<file path="src/rtl/bus_pkg.sv">
// Shared constants for the bus control FSM: bus codes, opcodes, ALU ops,
// fault codes, state encoding and the bus-code legality check.
package bus_pkg;

   localparam logic [3:0] SEL_RA = 4'b0000;
   localparam logic [3:0] SEL_RB = 4'b0001;
   localparam logic [3:0] SEL_RC = 4'b0010;
   localparam logic [3:0] SEL_R1 = 4'b0011;
   localparam logic [3:0] SEL_R2 = 4'b0100;
   localparam logic [3:0] SEL_R3 = 4'b0101;
   localparam logic [3:0] SEL_DR = 4'b0110;
   localparam logic [3:0] SEL_RD = 4'b0111;
   localparam logic [3:0] SEL_AC = 4'b1001;
   localparam logic [3:0] SEL_PC = 4'b1010;

   localparam logic [3:0] OP_NOP   = 4'b0000;
   localparam logic [3:0] OP_MOV   = 4'b0001;
   localparam logic [3:0] OP_ADD   = 4'b0010;
   localparam logic [3:0] OP_SUB   = 4'b0011;
   localparam logic [3:0] OP_LOAD  = 4'b0100;
   localparam logic [3:0] OP_STORE = 4'b0101;
   localparam logic [3:0] OP_JMP   = 4'b0110;
   localparam logic [3:0] OP_JZ    = 4'b0111;
   localparam logic [3:0] OP_HALT  = 4'b1111;

   localparam logic [2:0] ALU_PASS = 3'd0;
   localparam logic [2:0] ALU_ADD  = 3'd1;
   localparam logic [2:0] ALU_SUB  = 3'd2;

   localparam logic [1:0] FAULT_NONE    = 2'd0;
   localparam logic [1:0] FAULT_ILL_OP  = 2'd1;
   localparam logic [1:0] FAULT_ILL_SEL = 2'd2;
   localparam logic [1:0] FAULT_TIMEOUT = 2'd3;

   typedef enum logic [2:0] {
      ST_FETCH,
      ST_DECODE,
      ST_EXEC,
      ST_MEM,
      ST_HALT
   } state_e;

   // Codes 1000 and 1011-1111 have no source/destination on the bus mux.
   function automatic logic is_legal_sel(input logic [3:0] code);
      return (code <= SEL_RD) || (code == SEL_AC) || (code == SEL_PC);
   endfunction

endpackage

</file>
<file path="src/rtl/bus_ctrl_fsm.sv">
// Fetch/decode/execute sequencer driving the 16-bit shared bus mux.
// Optional memory-request timeout enabled by defining MEM_TIMEOUT_EN.
module bus_ctrl_fsm
   import bus_pkg::*;
#(
   parameter int unsigned TIMEOUT_CYCLES = 255,
   parameter logic [3:0]  ADDR_SRC_SEL   = 4'b1001
) (
   input  logic        clk,
   input  logic        rst_n,
   input  logic [15:0] ir,
   input  logic        zero_flag,
   input  logic        mem_ack,
   output logic [3:0]  bus_sel,
   output logic [15:0] ld_en,
   output logic [2:0]  alu_op,
   output logic        ir_load,
   output logic        pc_inc,
   output logic        mem_req,
   output logic        mem_we,
   output logic        halted,
   output logic [1:0]  fault
);

   state_e     state_q, state_d;
   logic [1:0] fault_q, fault_d;

   logic [3:0] opcode, src, dst;
   logic [3:0] src_sel, addr_sel;
   logic       op_legal, uses_src, uses_dst;
   logic [1:0] dec_fault;
   logic       timeout;
   logic       unused_ir;

   assign opcode    = ir[15:12];
   assign src       = ir[11:8];
   assign dst       = ir[7:4];
   assign unused_ir = ^ir[3:0];

   // Guarded selects keep bus_sel legal even if ir or the parameter misbehave.
   assign src_sel  = is_legal_sel(src) ? src : SEL_PC;
   assign addr_sel = is_legal_sel(ADDR_SRC_SEL) ? ADDR_SRC_SEL : SEL_AC;

   always_comb begin
      op_legal = 1'b1;
      uses_src = 1'b0;
      uses_dst = 1'b0;
      case (opcode)
         OP_NOP, OP_LOAD, OP_HALT: ;
         OP_MOV: begin
            uses_src = 1'b1;
            uses_dst = 1'b1;
         end
         OP_ADD, OP_SUB, OP_STORE, OP_JMP, OP_JZ: uses_src = 1'b1;
         default: op_legal = 1'b0;
      endcase

      if (!op_legal)
         dec_fault = FAULT_ILL_OP;
      else if ((uses_src && !is_legal_sel(src)) || (uses_dst && !is_legal_sel(dst)))
         dec_fault = FAULT_ILL_SEL;
      else
         dec_fault = FAULT_NONE;
   end

`ifdef MEM_TIMEOUT_EN
   logic [7:0] cnt_q, cnt_d;
   logic       waiting;

   // Counter is zero whenever no request is outstanding, so entry to
   // FETCH/MEM always starts from a cleared count.
   assign waiting = ((state_q == ST_FETCH) || (state_q == ST_MEM)) && !mem_ack;
   assign timeout = waiting && (cnt_q == 8'(TIMEOUT_CYCLES - 1));
   assign cnt_d   = waiting ? cnt_q + 8'd1 : '0;

   always_ff @(posedge clk or negedge rst_n) begin
      if (!rst_n) cnt_q <= '0;
      else        cnt_q <= cnt_d;
   end
`else
   logic [7:0] unused_tmo;
   assign unused_tmo = 8'(TIMEOUT_CYCLES);
   assign timeout    = 1'b0;
`endif

   always_ff @(posedge clk or negedge rst_n) begin
      if (!rst_n) begin
         state_q <= ST_FETCH;
         fault_q <= FAULT_NONE;
      end else begin
         state_q <= state_d;
         fault_q <= fault_d;
      end
   end

   always_comb begin
      state_d = state_q;
      fault_d = fault_q;
      bus_sel = SEL_PC;
      ld_en   = '0;
      alu_op  = ALU_PASS;
      ir_load = 1'b0;
      pc_inc  = 1'b0;
      mem_req = 1'b0;
      mem_we  = 1'b0;
      halted  = 1'b0;
      fault   = fault_q;

      case (state_q)
         ST_FETCH: begin
            mem_req = 1'b1;
            if (mem_ack) begin
               ir_load = 1'b1;
               pc_inc  = 1'b1;
               state_d = ST_DECODE;
            end else if (timeout) begin
               fault_d = FAULT_TIMEOUT;
               state_d = ST_HALT;
            end
         end

         // DECODE always follows FETCH, so the held bus_sel is PC.
         ST_DECODE: begin
            fault = dec_fault;
            if (dec_fault != FAULT_NONE) begin
               fault_d = dec_fault;
               state_d = ST_HALT;
            end else if (opcode == OP_HALT) begin
               state_d = ST_HALT;
            end else begin
               state_d = ST_EXEC;
            end
         end

         ST_EXEC: begin
            state_d = ST_FETCH;
            case (opcode)
               OP_MOV: begin
                  bus_sel = src_sel;
                  if (is_legal_sel(dst)) ld_en[dst] = 1'b1;
               end
               OP_ADD: begin
                  bus_sel        = src_sel;
                  alu_op         = ALU_ADD;
                  ld_en[SEL_AC]  = 1'b1;
               end
               OP_SUB: begin
                  bus_sel        = src_sel;
                  alu_op         = ALU_SUB;
                  ld_en[SEL_AC]  = 1'b1;
               end
               OP_JMP: begin
                  bus_sel        = src_sel;
                  ld_en[SEL_PC]  = 1'b1;
               end
               OP_JZ: begin
                  if (zero_flag) begin
                     bus_sel       = src_sel;
                     ld_en[SEL_PC] = 1'b1;
                  end
               end
               OP_LOAD: begin
                  bus_sel = addr_sel;
                  state_d = ST_MEM;
               end
               OP_STORE: begin
                  bus_sel = src_sel;
                  state_d = ST_MEM;
               end
               default: ;
            endcase
         end

         ST_MEM: begin
            mem_req = 1'b1;
            if (opcode == OP_LOAD) begin
               bus_sel = addr_sel;
               if (mem_ack) ld_en[SEL_DR] = 1'b1;
            end else begin
               bus_sel = src_sel;
               mem_we  = 1'b1;
            end
            if (mem_ack) begin
               state_d = ST_FETCH;
            end else if (timeout) begin
               fault_d = FAULT_TIMEOUT;
               state_d = ST_HALT;
            end
         end

         // ir is not reloaded after FETCH, so the last select is recomputed.
         ST_HALT: begin
            halted = 1'b1;
            if (fault_q == FAULT_TIMEOUT && opcode == OP_LOAD)
               bus_sel = addr_sel;
            else if (fault_q == FAULT_TIMEOUT && opcode == OP_STORE)
               bus_sel = src_sel;
         end

         default: state_d = ST_FETCH;
      endcase

      if (!rst_n) begin
         bus_sel = SEL_PC;
         ld_en   = '0;
         alu_op  = ALU_PASS;
         ir_load = 1'b0;
         pc_inc  = 1'b0;
         mem_req = 1'b0;
         mem_we  = 1'b0;
         halted  = 1'b0;
         fault   = FAULT_NONE;
      end
   end

endmodule

</file>
<file path="config.mk">
export PLATFORM = sky130hd
export DESIGN_NAME = bus_ctrl_fsm
export DESIGN_NICKNAME = d
export VERILOG_FILES = /design/src/rtl/bus_pkg.sv /design/src/rtl/bus_ctrl_fsm.sv
export SDC_FILE = /design/constraint.sdc
export NUM_CORES = 1
export LEC_CHECK = 0
export CORE_MARGIN = 2
export CORE_UTILIZATION = 37
export DETAILED_ROUTE_END_ITERATION = 8
export GPL_TIMING_DRIVEN = 0
export MAX_ROUTING_LAYER = met4
export PLACE_DENSITY = 0.77
export SLEW_MARGIN = 20
export SYNTH_ARGS = -nofsm -noshare
export SYNTH_HDL_FRONTEND = slang
export SYNTH_SLANG_ARGS = --single-unit
</file>
<file path="constraint.sdc">
create_clock -name clk -period 2.3 [get_ports clk]
set_clock_uncertainty 0.1 [all_clocks]
set_input_delay 0.345 -clock clk [delete_from_list [all_inputs] [get_ports clk]]
set_output_delay 0.345 -clock clk [all_outputs]
set_load 0.01 [all_outputs]
</file>
==> impl_metrics.tcl, run 1 <==
set metrics [dict create \
    seqCellArea_sq_um 128 \
    crit_path_max_incr_delay_ns 0.33 \
    synth_compound_area_share_pct 26.3 \
    period_needed_ns 2.35 \
    rows 17 \
    cts_root_buffer "clkbuf_4" \
    crit_slowest_cell "nor4b_4" \
    core-area_sq_um 2190 \
    antenna_found_initial 0 \
    dieArea_sq_um 2690 \
    die_width_microns 51.8 \
    cts_tree "built" \
    htreeDepth 1 \
    violations "negative setup slack" \
    dpl.hpwl_mm 1.98 \
    cts_buffers 3 \
    r2r-end "fault_q[0]$_DFFE_PN0P_" \
    synth_warnings 0 \
    area_delta_synth_final_pct 87.3 \
    share_comb_of_total_power_pct 70.9 \
    via_per_inst 5.60 \
    async_reset_ff_share_pct 100 \
    end_kind "output pin" \
    initialDrtViolationCount 49 \
    antennaDiodeCount 0 \
    synthXorXnorAreaFrac_pct 3.10 \
    yosysMostFrequentCell "nand2_1" \
    gp_congestion 0.818 \
    fillers 164 \
    ant_nets 0 \
    arrival_ns 1.90 \
    synthTopCellsByArea "dfrtp_1, buf_4, nand2_1, nand2b_1, nor2_1" \
    max_cap_violations 0 \
    ys_types 47 \
    syn_inst 117 \
    r2r_setup_slack_ns 0.47 \
    netSwitchingFraction_pct 41.7 \
    post_drt_wl_per_cell_microns 16.8 \
    synth-simple-area-share_pct 43.1 \
    synth_fa_ha_area_share_pct 0 \
    critPathKind "in2out" \
    synth_edf_count 0 \
    hold_path.class "in2reg" \
    die_h_microns 51.8 \
    p_int_w 0.000526 \
    dp_slack_ns -0.837 \
    drive_gt1_share_pct 42.9 \
    ys.flop_type "dfrtp_1" \
    fin_ws_ns -0.0460 \
    crit_path_cell_trace "dlygate4sd2_1 -> nor4b_4 -> buf_4 -> o211ai_1 -> a221oi_4 -> o21a_1 -> clkbuf_2" \
    fin_crit_sh_pct 102 \
    cts_buffer_depth 2 \
    cts_num_sinks 5 \
    fin_cells 212 \
    fin_tns_setup_ns -0.0949 \
    grt_max_degree 11 \
    synth_area_sq_um 847 \
    grt_usage_pct 22.8 \
    clkTransAtPathRegs_ns 0.04 \
    dr.pass1.iters 4 \
    power_frac_seq_pct 18.4 \
    multi_input_area_sq_um 818 \
    p_leak_nw 0.824 \
    status "finished with violations" \
    reg2reg_depth 6 \
    clk_latency_ns 0.23 \
    utilization_pct 72.4 \
    whs_ns 0.439 \
    holdPathStages 3 \
    p_per_area_nw_per_um2 569 \
    routed_wl_mm 3.57 \
    slew_violations 0 \
    ir_drop_mv 0.623 \
    ios 50 \
    synthTopCellsByCount "nand2_1, nor2_1, buf_4" \
    hold_end "fault_q[0]$_DFFE_PN0P_" \
    synth-seq-cells 5 \
    worstPathRequired_ns 1.86 \
    critical_path.top_delay_family "compound AO/OA/AOI/OAI gates" \
    syn_avg_cell_area_sq_um 7.24 \
    drc 0 \
    layout.nets 205 \
    worst_setup_path_start_kind "input pin" \
    dp.cells 189 \
    initial_core_util_pct 38.7 \
    first_global_vias 1099 \
    vias 1188 \
    hold_violations 0 \
    synth_area_leader_cell "dfrtp_1" \
    power_frac_clock_pct 10.7 \
    io_buffer_count 38 \
    grt_pass1_wl_mm 4.57 \
    ys_seq_area_share_pct 14.8 \
    synthMuxAreaShare_pct 1.18 \
    grt-ovfl-total 0 \
    crit_buf_inv 3 \
    fmax_mhz 426 \
    finalSetupViolations 3 \
    synth_top_cell_area_share_pct 14.8 \
    crit_fanout 3 \
    min_from "ir[15]" \
    power.switching_w 0.000377 \
    synth_top_family_by_area "simple AND/OR/NAND/NOR gates" \
    r2r-start "state_q[1]$_DFFE_PN0P_" \
]
-- layout make-up --
type / count / area share (%)
buffer: 12 / 6.62
multi-input combinational: 103 / 51.6
sequential: 5 / 8.04
clock buffer: 4 / 1.66
inverter: 3 / 0.710
tap: 28 / 2.21
timing repair buffer: 57 / 29.2
-- cell usage in the layout, fill, tap and decap left out, drive strengths merged, types with 2 or more instances in the layout --
cell type,n
clkdlybuf4s50,4
and2,2
o21a,2
o21ai,3
inv,3
conb,7
nor3b,4
dlygate4sd2,6
a31oi,2
clkbuf,12
a221oi,2
or3,4
o22ai,2
buf,37
nand2,14
dlymetal6s2s,8
a21o,2
a21oi,3
clkdlybuf4s15,5
nand3b,2
o211ai,2
nor2,11
nand2b,7
dfrtp,5
nor3,6
o32ai,2
xnor2,2
nor2b,4
nand3,2
-- registers in the layout, summed over array words and instances (netlist names) --
register	cells
state_q	3
fault_q	2
-- timing repair --
item / CTS / global route
gates cloned: 0 / 1
pin swaps: 6 / 14
resized for setup: 67 / 50
hold buffers: 1 / 0
buffers inserted: 8 / 9
hold endpoints to repair: 5 / 0
setup endpoints to repair: 23 / 21
-- layer usage --
| layer | share of wire (%) | up-vias | GRT usage [%] | wire [microns] |
|---|---|---|---|---|
| met2 | 52 | 74 | 39.9 | 1870 |
| li1 | - | 553 | - | - |
| met1 | 38 | 547 | 24.2 | 1340 |
| met5 | 0 | - | - | 0 |
| met3 | 6.6 | 14 | 2.87 | 237 |
| met4 | 3.3 | 0 | 14.0 | 119 |
-- worst reg2reg max path, delay by kind of cell, from the launching register on --
kind                   cells  cell delay [ns]
AND/OR/NAND/NOR            1             0.43
flip-flops                 1             0.42
AO/OA/AOI/OAI              2             0.30
buffers and inverters      3             0.46
-- metrics by stage --
| stage | power [W] | instance area, sq um |
|---|---|---|
| finish | 0.000902 | 1590 |
| global route | 0.000961 | 1590 |
| CTS | 0.000750 | 1420 |
| detailed placement | 0.000582 | 1280 |
| global placement | 0.000571 | 1280 |
| floorplan | 0.000419 | 870 |
-- worst max path at each step --
| stage | end | cells after the start | from |
|---|---|---|---|
| finish | fault[1] | 7 | ir[13] |
| global route | fault[1] | 6 | state_q[1]$_DFFE_PN0P_ |
| CTS | bus_sel[3] | 6 | state_q[2]$_DFFE_PN0P_ |
| detailed placement | ld_en[6] | 6 | rst_n |
| global placement | ld_en[6] | 6 | rst_n |
| floorplan | bus_sel[2] | 4 | state_q[2]$_DFFE_PN0P_ |
-- kinds of logic after synthesis --
family                 count (synthesis)
other                                  1
AND/OR/NAND/NOR                       64
multiplexers                           1
AO/OA/AOI/OAI                         28
XOR/XNOR                               3
buffers and inverters                 15
flip-flops                             5
-- power by group through the flow --
stage                     Combinational [W]  Sequential [W]  Clock [W]
after global placement             0.000419        0.000152          0
final                              0.000640        0.000166  0.0000970
after CTS                          0.000496        0.000151   0.000103
after global routing               0.000685        0.000171   0.000104
after detailed placement           0.000426        0.000156          0
after floorplan                    0.000274        0.000145          0
Note: power is estimated with default switching activity, not from simulation.
==> run 2, diff against run 1 <==
- SLEW_MARGIN: 20 -> not set
==> results of run 2 <==
The final DEF is identical to that of run 1; final timing and power are the same.
